### config.mk
export PLATFORM = sky130hd
export DESIGN_NAME = serdes_train_tx
export DESIGN_NICKNAME = d
export VERILOG_FILES = /design/src/rtl/serdes_train_tx.sv
export SDC_FILE = /design/constraint.sdc
export NUM_CORES = 1
export LEC_CHECK = 0
export ABC_AREA = 1
export CAP_MARGIN = 25
export CORE_UTILIZATION = 45
export DETAILED_ROUTE_END_ITERATION = 12
export SYNTH_ARGS = -nofsm -noshare
export SYNTH_HDL_FRONTEND = slang
export SYNTH_SLANG_ARGS = --single-unit
export TNS_END_PERCENT = 30
### constraint.sdc
create_clock -name CLK_I -period 2.2 [get_ports CLK_I]
set_input_delay 0.44 -clock CLK_I [delete_from_list [all_inputs] [get_ports CLK_I]]
set_output_delay 0.44 -clock CLK_I [all_outputs]
set_load 0.03 [all_outputs]
### src/rtl/serdes_train_tx.sv
// -----------------------------------------------------------------------------
// serdes_train_tx
//
// Transmit-side training generator for a SerDes link. When REQ_I rises, it
// drives a fixed training word onto the OSERDES parallel input and inserts a
// marker word at a fixed spacing. Training continues until the receiver reports
// bit alignment. The block then sends a guard interval of training words and
// after that hands the serializer over to the user payload path. All logic
// runs in the OSERDES parallel-clock domain.
//
// Ports
//   CLK_I            in   1             OSERDES parallel clock, rising edge
//   RST_I            in   1             synchronous active-high reset
//   REQ_I            in   1             training request (level; rising edge
//                                       starts or restarts training)
//   RX_ALIGN_DONE_I  in   1             receiver alignment done (CLK_I domain)
//   DATA_I           in   C_DATA_WIDTH  payload word
//   DATA_VALID_I     in   1             DATA_I qualifier
//   DATA_O           out  C_DATA_WIDTH  registered word to the serializer
//   TRAINING_O       out  1             high while in TRAIN or HOLD
//   READY_O          out  1             high in PAYLOAD; payload accepted only
//                                       while high
//   TIMEOUT_O        out  1             one-cycle pulse on training timeout
// -----------------------------------------------------------------------------
module serdes_train_tx #(
    parameter int unsigned                C_DATA_WIDTH  = 4,
    parameter logic [C_DATA_WIDTH-1:0]    C_TRAIN_WORD  = C_DATA_WIDTH'(4'b0101),
    parameter logic [C_DATA_WIDTH-1:0]    C_MARK_WORD   = C_DATA_WIDTH'(4'b0011),
    parameter int unsigned                C_MARK_PERIOD = 8,
    parameter int unsigned                C_MIN_TRAIN   = 16,
    parameter int unsigned                C_HOLD        = 4,
    parameter int unsigned                C_TIMEOUT     = 1000,
    parameter logic [C_DATA_WIDTH-1:0]    C_IDLE_WORD   = '0
) (
    input  logic                    CLK_I,
    input  logic                    RST_I,
    input  logic                    REQ_I,
    input  logic                    RX_ALIGN_DONE_I,
    input  logic [C_DATA_WIDTH-1:0] DATA_I,
    input  logic                    DATA_VALID_I,
    output logic [C_DATA_WIDTH-1:0] DATA_O,
    output logic                    TRAINING_O,
    output logic                    READY_O,
    output logic                    TIMEOUT_O
);

    typedef enum logic [1:0] {
        ST_IDLE,
        ST_TRAIN,
        ST_HOLD,
        ST_PAYLOAD
    } state_t;

    // Terminal counts. The HOLD and marker values are guarded so that a
    // zero-valued parameter does not wrap to 0xFFFF. In those configurations
    // the corresponding path is never used.
    localparam logic [15:0] MIN_M1     = 16'(C_MIN_TRAIN - 1);
    localparam logic [15:0] TIMEOUT_M1 = 16'(C_TIMEOUT - 1);
    localparam logic [15:0] HOLD_M1    = (C_HOLD == 0) ? 16'd0 : 16'(C_HOLD - 1);
    localparam logic [15:0] MARK_M1    = (C_MARK_PERIOD == 0) ? 16'd0 : 16'(C_MARK_PERIOD - 1);
    localparam bit          MARK_EN    = (C_MARK_PERIOD != 0);
    localparam bit          HOLD_EN    = (C_HOLD != 0);

    state_t                  state_q, state_d;
    logic [15:0]             word_cnt_q, word_cnt_d;
    logic [15:0]             mark_cnt_q, mark_cnt_d;
    logic                    req_d_q;
    logic [C_DATA_WIDTH-1:0] data_q, data_d;
    logic                    training_q, training_d;
    logic                    ready_q, ready_d;
    logic                    timeout_q, timeout_d;

    logic                    req_pos;
    logic                    exit_ok;
    logic [15:0]             mark_nxt;
    logic [15:0]             word_inc;

    // Select the marker or training word for a given marker-counter position.
    function automatic logic [C_DATA_WIDTH-1:0] seq_word(input logic [15:0] mark);
        return (MARK_EN && (mark == 16'd0)) ? C_MARK_WORD : C_TRAIN_WORD;
    endfunction

    assign req_pos  = REQ_I & ~req_d_q;

    // word_cnt_q indexes the word currently on DATA_O. When it reaches
    // MIN_M1, C_MIN_TRAIN words have already been driven.
    assign exit_ok  = RX_ALIGN_DONE_I && (word_cnt_q >= MIN_M1);
    assign mark_nxt = (!MARK_EN || (mark_cnt_q == MARK_M1)) ? 16'd0 : mark_cnt_q + 16'd1;
    assign word_inc = (word_cnt_q == 16'hFFFF) ? word_cnt_q : word_cnt_q + 16'd1;

    // Next-state and next-output logic. The registered outputs are computed
    // for the state being entered, so they change on the same edge as the state.
    always_comb begin
        // NOTE: every signal gets a default before the case so that no path
        // leaves one unassigned, which would infer a latch.
        state_d    = state_q;
        word_cnt_d = word_cnt_q;
        mark_cnt_d = mark_cnt_q;
        data_d     = C_IDLE_WORD;
        timeout_d  = 1'b0;

        if (req_pos) begin
            // A restart wins in every state and begins the sequence at word 0.
            state_d    = ST_TRAIN;
            word_cnt_d = 16'd0;
            mark_cnt_d = 16'd0;
            data_d     = seq_word(16'd0);
        end else begin
            unique case (state_q)
                ST_IDLE: begin
                    data_d = C_IDLE_WORD;
                end

                ST_TRAIN: begin
                    if (exit_ok) begin
                        word_cnt_d = 16'd0;
                        if (HOLD_EN) begin
                            state_d    = ST_HOLD;
                            mark_cnt_d = mark_nxt;
                            data_d     = seq_word(mark_nxt);
                        end else begin
                            // READY_O was low at this edge, so no payload was
                            // accepted. The first payload slot carries idle.
                            state_d = ST_PAYLOAD;
                            data_d  = C_IDLE_WORD;
                        end
                    end else if (word_cnt_q == TIMEOUT_M1) begin
                        timeout_d  = 1'b1;
                        word_cnt_d = 16'd0;
                        mark_cnt_d = 16'd0;
                        data_d     = seq_word(16'd0);
                    end else begin
                        word_cnt_d = word_inc;
                        mark_cnt_d = mark_nxt;
                        data_d     = seq_word(mark_nxt);
                    end
                end

                ST_HOLD: begin
                    if (!RX_ALIGN_DONE_I) begin
                        state_d    = ST_TRAIN;
                        word_cnt_d = 16'd0;
                        mark_cnt_d = 16'd0;
                        data_d     = seq_word(16'd0);
                    end else if (word_cnt_q == HOLD_M1) begin
                        // The first payload slot follows the last guard word.
                        // READY_O rises with it, so that slot is still idle.
                        state_d    = ST_PAYLOAD;
                        word_cnt_d = 16'd0;
                        data_d     = C_IDLE_WORD;
                    end else begin
                        word_cnt_d = word_inc;
                        mark_cnt_d = mark_nxt;
                        data_d     = seq_word(mark_nxt);
                    end
                end

                ST_PAYLOAD: begin
                    // Loss of alignment is ignored here. Retraining happens only
                    // on a new request edge.
                    data_d = DATA_VALID_I ? DATA_I : C_IDLE_WORD;
                end

                default: begin
                    state_d = ST_IDLE;
                end
            endcase
        end

        training_d = (state_d == ST_TRAIN) || (state_d == ST_HOLD);
        ready_d    = (state_d == ST_PAYLOAD);
    end

    always_ff @(posedge CLK_I) begin
        if (RST_I) begin
            // NOTE: state is updated with non-blocking assignments so every
            // register samples pre-edge values regardless of statement order.
            state_q    <= ST_IDLE;
            word_cnt_q <= 16'd0;
            mark_cnt_q <= 16'd0;
            req_d_q    <= 1'b0;
            data_q     <= C_IDLE_WORD;
            training_q <= 1'b0;
            ready_q    <= 1'b0;
            timeout_q  <= 1'b0;
        end else begin
            state_q    <= state_d;
            word_cnt_q <= word_cnt_d;
            mark_cnt_q <= mark_cnt_d;
            req_d_q    <= REQ_I;
            data_q     <= data_d;
            training_q <= training_d;
            ready_q    <= ready_d;
            timeout_q  <= timeout_d;
        end
    end

    assign DATA_O     = data_q;
    assign TRAINING_O = training_q;
    assign READY_O    = ready_q;
    assign TIMEOUT_O  = timeout_q;

endmodule

# == Yosys cells after proc, flatten, opt, wreduce, memory -nomap -nowiden ==
# Cells that the tools add are included.
# word_totals
regBits,42
in_bits,9
# classes
addsub,2
n_lt_le_gt_ge,1
n_eq_ne,11
muxes,26
bitwise,3
n_reduce_logical,8
# op_table
operator,count
16-bit two-way mux,10
16-bit case mux with 2 select lines,2
16-bit by 1-bit adder with 16-bit output (second input constant),2
16-bit by 10-bit == test with 1-bit output (second input constant),1
16-bit == test (second input constant),1
16-bit by 2-bit == test with 1-bit output (second input constant),1
16-bit by 3-bit == test with 1-bit output (second input constant),1
16-bit by 4-bit greater-or-equal comparator with 1-bit output (second input constant),1
16-bit logical NOT,1
4-bit case mux with 4 select lines,1
3-bit two-way mux,5
2-bit two-way mux,5
2-bit == test (second input constant),4
2-bit by 1-bit == test with 1-bit output (second input constant),2
4-bit two-way mux,1
2-bit case mux with 2 select lines,1
4-bit OR reduction,1
3-bit != test (second input constant),1
2-bit logical NOT,1
1-bit inverter,2
2-bit AND reduction,1
2-bit nonzero test,1
2-bit OR reduction,1
1-bit AND,1
3 further kinds,3

# == Logic depth before layout (Yosys ltp) ==
# depth
depth_word,8
ltp_mapped,15

# == Worst setup path after synthesis ==
# No wires, ideal clock.
# synth_path
kind,flip-flop to flip-flop
from,reg state_q[1]
to,reg training_q (netlist: TRAINING_O)
setup_time_ns,0.126
arrival_time_ns,1.713
path_slack_ns,0.362
stages_incl_launch_ff,9
path_cell_list,dfxtp_1 > inv_1 > ha_1 > clkinv_1 > nor3_1 > nor3_1 > ha_1 > inv_1 > nor2_1
# synth_between
elab_chain_len,6
elab_cells_between_ends,10
classes_between,eq/ne (4); mux (5); reduce/logical (1)
# synth_rtl
element,line_no,source
"start, declared",64,"state_t state_q, state_d;"
"start signal, assigned",187,state_q <= state_d;
2-bit two-way mux,145,end else if (word_cnt_q == HOLD_M1) begin
2-bit two-way mux,140,if (!RX_ALIGN_DONE_I) begin
2-bit case mux with 2 select lines (*),109,unique case (state_q)
2-bit two-way mux (*),102,if (req_pos) begin
named net state_d[1],64,
2-bit by 1-bit == test with 1-bit output or 2-bit == test (tied branches),170,training_d = (state_d == ST_TRAIN) || (state_d == ST_HOLD);
1-bit logical OR (*),170,
named net training_d,69,"logic training_q, training_d;"
"end signal, assigned",192,training_q <= training_d;
"end, declared",69,
# The timed path passes the listed nets; every way through them passes the cells marked *.
# A chain may end at the register's enable or synchronous reset.

# == Worst setup path after layout ==
# layout_path
from,reg mark_cnt_q[1]
to,reg data_q[1] (netlist: DATA_O[1])
# layout_between
elab_chain_len,8
elab_cells_between_ends,11
classes_between,add/sub (1); eq/ne (1); mux (8); reduce/logical (1)
# layout_rtl
element,line_no,source
"start, declared",66,"logic [15:0] mark_cnt_q, mark_cnt_d;"
"start signal, assigned",189,mark_cnt_q <= mark_cnt_d;
16-bit by 1-bit adder with 16-bit output or 16-bit by 3-bit == test with 1-bit output (tied branches),88,assign mark_nxt = (!MARK_EN || (mark_cnt_q == MARK_M1)) ? 16'd0 : mark_cnt_q + 16'd1;
16-bit two-way mux (*),88,
16-bit logical NOT (*),80,return (MARK_EN && (mark == 16'd0)) ? C_MARK_WORD : C_TRAIN_WORD;
3-bit two-way mux (*),80,
"3-bit two-way mux, on equally long branches","145, 127",
"3-bit two-way mux, on equally long branches","140, 115",
4-bit case mux with 4 select lines (*),109,
2-bit two-way mux (*),102,
"end signal, assigned",191,data_q <= data_d;
"end, declared",68,"logic [C_DATA_WIDTH-1:0] data_q, data_d;"
# Mark *: on every way between the ends. The rest lies on a longest branch, timed or not.

==> summary.txt <==
Status
  – Outcome: finished clean

Synthesis
  – Top cells by count, synth: nand2_1 (115), nor2_1 (57), inv_1 (44)
  – Most frequent cell after synthesis: nand2_1
  – Sequential share of the synthesized area: 0.3057
  – Synth warnings: 0
  – Largest cells by area after synthesis: dfxtp_1 (31%), nand2_1 (16%), nor2_1 (7.8%)
  – Post-synth top area cell: dfxtp_1
  – Synth Net Count: 443
  – Mapped Cells: between 400 and 500
  – Avg Inst Size Synth: approximately 6.5 sq um
  – Synth Flop Type: dfxtp_1
  – Netlist cell types: 37
  – Seq cells post-synth: between 40 and 50
  – Area share of the largest cell type after synthesis: 0.3057
  – Synth Cell Area: ~0.0028 sq mm
  – Async set-reset flop share out of synthesis: 0
  – Post-synth EDFFs: 0

Timing
  – Max frequency: 501.6 MHz
  – Hold Fails Final Rpt: 0
  – Tcrit/Tclk final: 0.9062
  – Setup-failing EPs final: 0
  – Pins Over Slew Limit: 0
  – Relative slew slack: 0.7572
  – Skew final: between 0.005 and 0.006 ns
  – TNS Setup: 0 ns
  – Worst Tran Pin Value: 0.3609 ns
  – Post-layout min period: 1.994 ns
  – RSZ-0062 raised after global routing: no

Clocking
  – Insertion delay to the later sink of the worst-skew pair: 0.30 ns
  – Clock Root Buffer: clkbuf_8
  – CTS tree: done
  – Total CTS buffers: 5
  – Setup Fix Bufs, Post-CTS: 0
  – Clock Pin Slew Worst Setup and Hold Paths: 0.08 ns
  – Sink Count: 42
  – CTS H-tree lvls: 2
  – Post-cts hold buffer count: 0
  – CTS Buffer Depth: 2
  – PostCTS Resize Cnt: 0

Power
  – Switching part of the total: 0.2888
  – Clock Power Share: 0.333
  – Combinational share of power: 0.167
  – Worst VDD drop: around 0.00029 V
  – P_leak: 1.268 nW
  – Switching power total: between 0.4 and 0.5 mW
  – Seq pwr share: 0.499
  – Power Dens Cells: 504.7 mW/mm^2
  – Int Pwr: 1.122 mW

Cells and area
  – Layout Nets: approximately 470
  – Final Non-Filler Cells: 527
  – Fillers: 605
  – Synthesis-to-finish area growth: 13.69%
  – Layout cells sized above 1: 0.1150
  – Antenna diodes: 0

Global route
  – Initial antenna violation count: 0
  – Gr ovfl total: 0
  – First-pass GRT wire length: 10830 microns
  – Total GRT Usage: 0.2150
  – Largest net degree at the start of global routing: 17
  – Vias in the first global route: about 2.3k

Drt
  – Routed vias: between 2k and 3k
  – Via-per-instance ratio: around 5.1
  – Wirelength per Cell: 12.19 microns
  – WL met3: about 280 microns
  – Wire length on met2: 2737 microns
  – Drt pass-1 iters: 4
  – DRT iter0 DRCs: approximately 130
  – DRC: 0
  – Metal1 wirelength: 3350 microns
  – Final ANT Viol Nets: 0
  – Routed Wire Length: 6426 microns
  – Top sig layer: met4

Worst setup path
  – CP Data Required Time: 2.44 ns
  – CP arrival: 2.23 ns
  – Worst r2r path cells: 15
  – Setup Crit Path Kind: flip-flop to flip-flop
  – CP Launch Type: flip-flop
  – Worst-path fanout max: 6
  – CP endpoint kind: flip-flop

Die
  – Die width: between 80 and 90 microns
  – Row count: 28
  – Die span in y: 80.18 microns
  – Top Ports: 16
  – Area of the die: ~0.0064 sq mm
  – Initial Util: 0.4645
  – Core ar.: approximately 0.0059 sq mm

Placement
  – Port buffer count: 15
  – Final GP Congestion: 0.8656
  – Placed insts: 519
  – DP Wirelength: around 5000 microns

Run
  – Number of max-cap violations: 0

Worst hold path
  – Worst hold stages: 2
  – Worst Hold Class: flip-flop to flip-flop
## layout by cell type, fill, tap and decap left out, drive strengths merged
cell type      Yosys  final
a21oi             30     30
a31oi              1      1
buf                2      9
clkbuf             4      7
clkdlybuf4s50      0     15
clkinv             1      3
dfxtp             42     42
ha                 8      8
inv               51     50
nand2            122    122
nand3             37     37
nand3b             2      2
nand4             12     12
nor2              66     66
nor3              12     12
nor3b              4      4
nor4               5      5
o211ai             5      5
o21ai              8      8
o21bai             5      5
or2                1      1
xnor2              1      1
xor2               7      7
## routing by layer
| layer | up-vias | track usage |
|---|---|---|
| met2 | 48 | 0.3162 |
| met3 | 5 | 0.04205 |
| met5 | - | 0 |
| met4 | 0 | 0.04821 |
| met1 | 1190 | 0.3179 |
| li1 | 1433 | - |
## power groups by stage
| stage | clock network (mW) | logic (mW) | registers [mW] |
|---|---|---|---|
| after floorplan | 0 | 0.159 | 0.822 |
| after global placement | 0 | 0.267 | 0.806 |
| after detailed placement | 0 | 0.267 | 0.806 |
| after CTS | 0.552 | 0.268 | 0.788 |
| after global routing | 0.581 | 0.296 | 0.791 |
| final | 0.526 | 0.264 | 0.788 |
## critical path, cell delays in order, from the launching register on
cell and delay, ns:
dfxtp_2 0.38, ha_1 0.20, nand2_1 0.11, inv_1 0.12, nand2_1 0.05, nor2_1 0.10
nand2_1 0.13, nand2_1 0.12, nand4_1 0.13, nor2_1 0.13, nand3_1 0.11, nor2_1 0.10
nor2_1 0.05, nand2_1 0.05, nand2_1 0.05, a21oi_2 0.11
## logic make-up after synthesis
group	share of synthesized area
AND/OR/NAND/NOR	0.4377
XOR/XNOR	0.02548
adder cells (fa/ha/maj)	0.03640
flip-flops	0.3057
buffers and inverters	0.08326
AO/OA/AOI/OAI	0.1115
## path summary, 6_finish.rpt
path | end | start | slack [ns]
setup reg to reg | DATA_O[1] | mark_cnt_q[1] | 0.21
hold reg to reg | word_cnt_q[15] | word_cnt_q[15] | 0.50
hold / removal | word_cnt_q[15] | word_cnt_q[15] | 0.50
setup / recovery | DATA_O[1] | mark_cnt_q[1] | 0.21
## registers in the layout, indices dropped and copies added (netlist names)
register	flops
state_q	2
DATA_O	4
word_cnt_q	16
TRAINING_O	1
mark_cnt_q	16
req_d_q	1
TIMEOUT_O	1
READY_O	1
## cell type report
cell class              instances  area, sq um  area share
flip-flops and latches         42        842.1      0.2693
clock inverters                 1        5.005    0.001601
repair buffers                 24        217.7     0.06963
inverters                      52        196.4     0.06282
clock buffers                   7        86.33     0.02761
well taps                      75        93.84     0.03001
multi-input cells             326         1685      0.5390
## per-stage QoR
step | utilization | cell area [sq um] | hold WS, ns | setup slack [ns] | total power [mW]
detailed placement | 0.5114 | 3028 | 0.4857 | 0.1288 | 1.073
CTS | 0.5268 | 3119 | 0.5008 | 0.1769 | 1.609
floorplan | - | 2750 | 0.4662 | 0.3617 | 0.9818
finish | 0.5281 | 3127 | 0.4973 | 0.2064 | 1.578
global placement | 0.5114 | 3028 | 0.4797 | 0.1080 | 1.073
global route | 0.5281 | 3127 | 0.5407 | 0.01403 | 1.669
(Power assumes the default switching activity.)
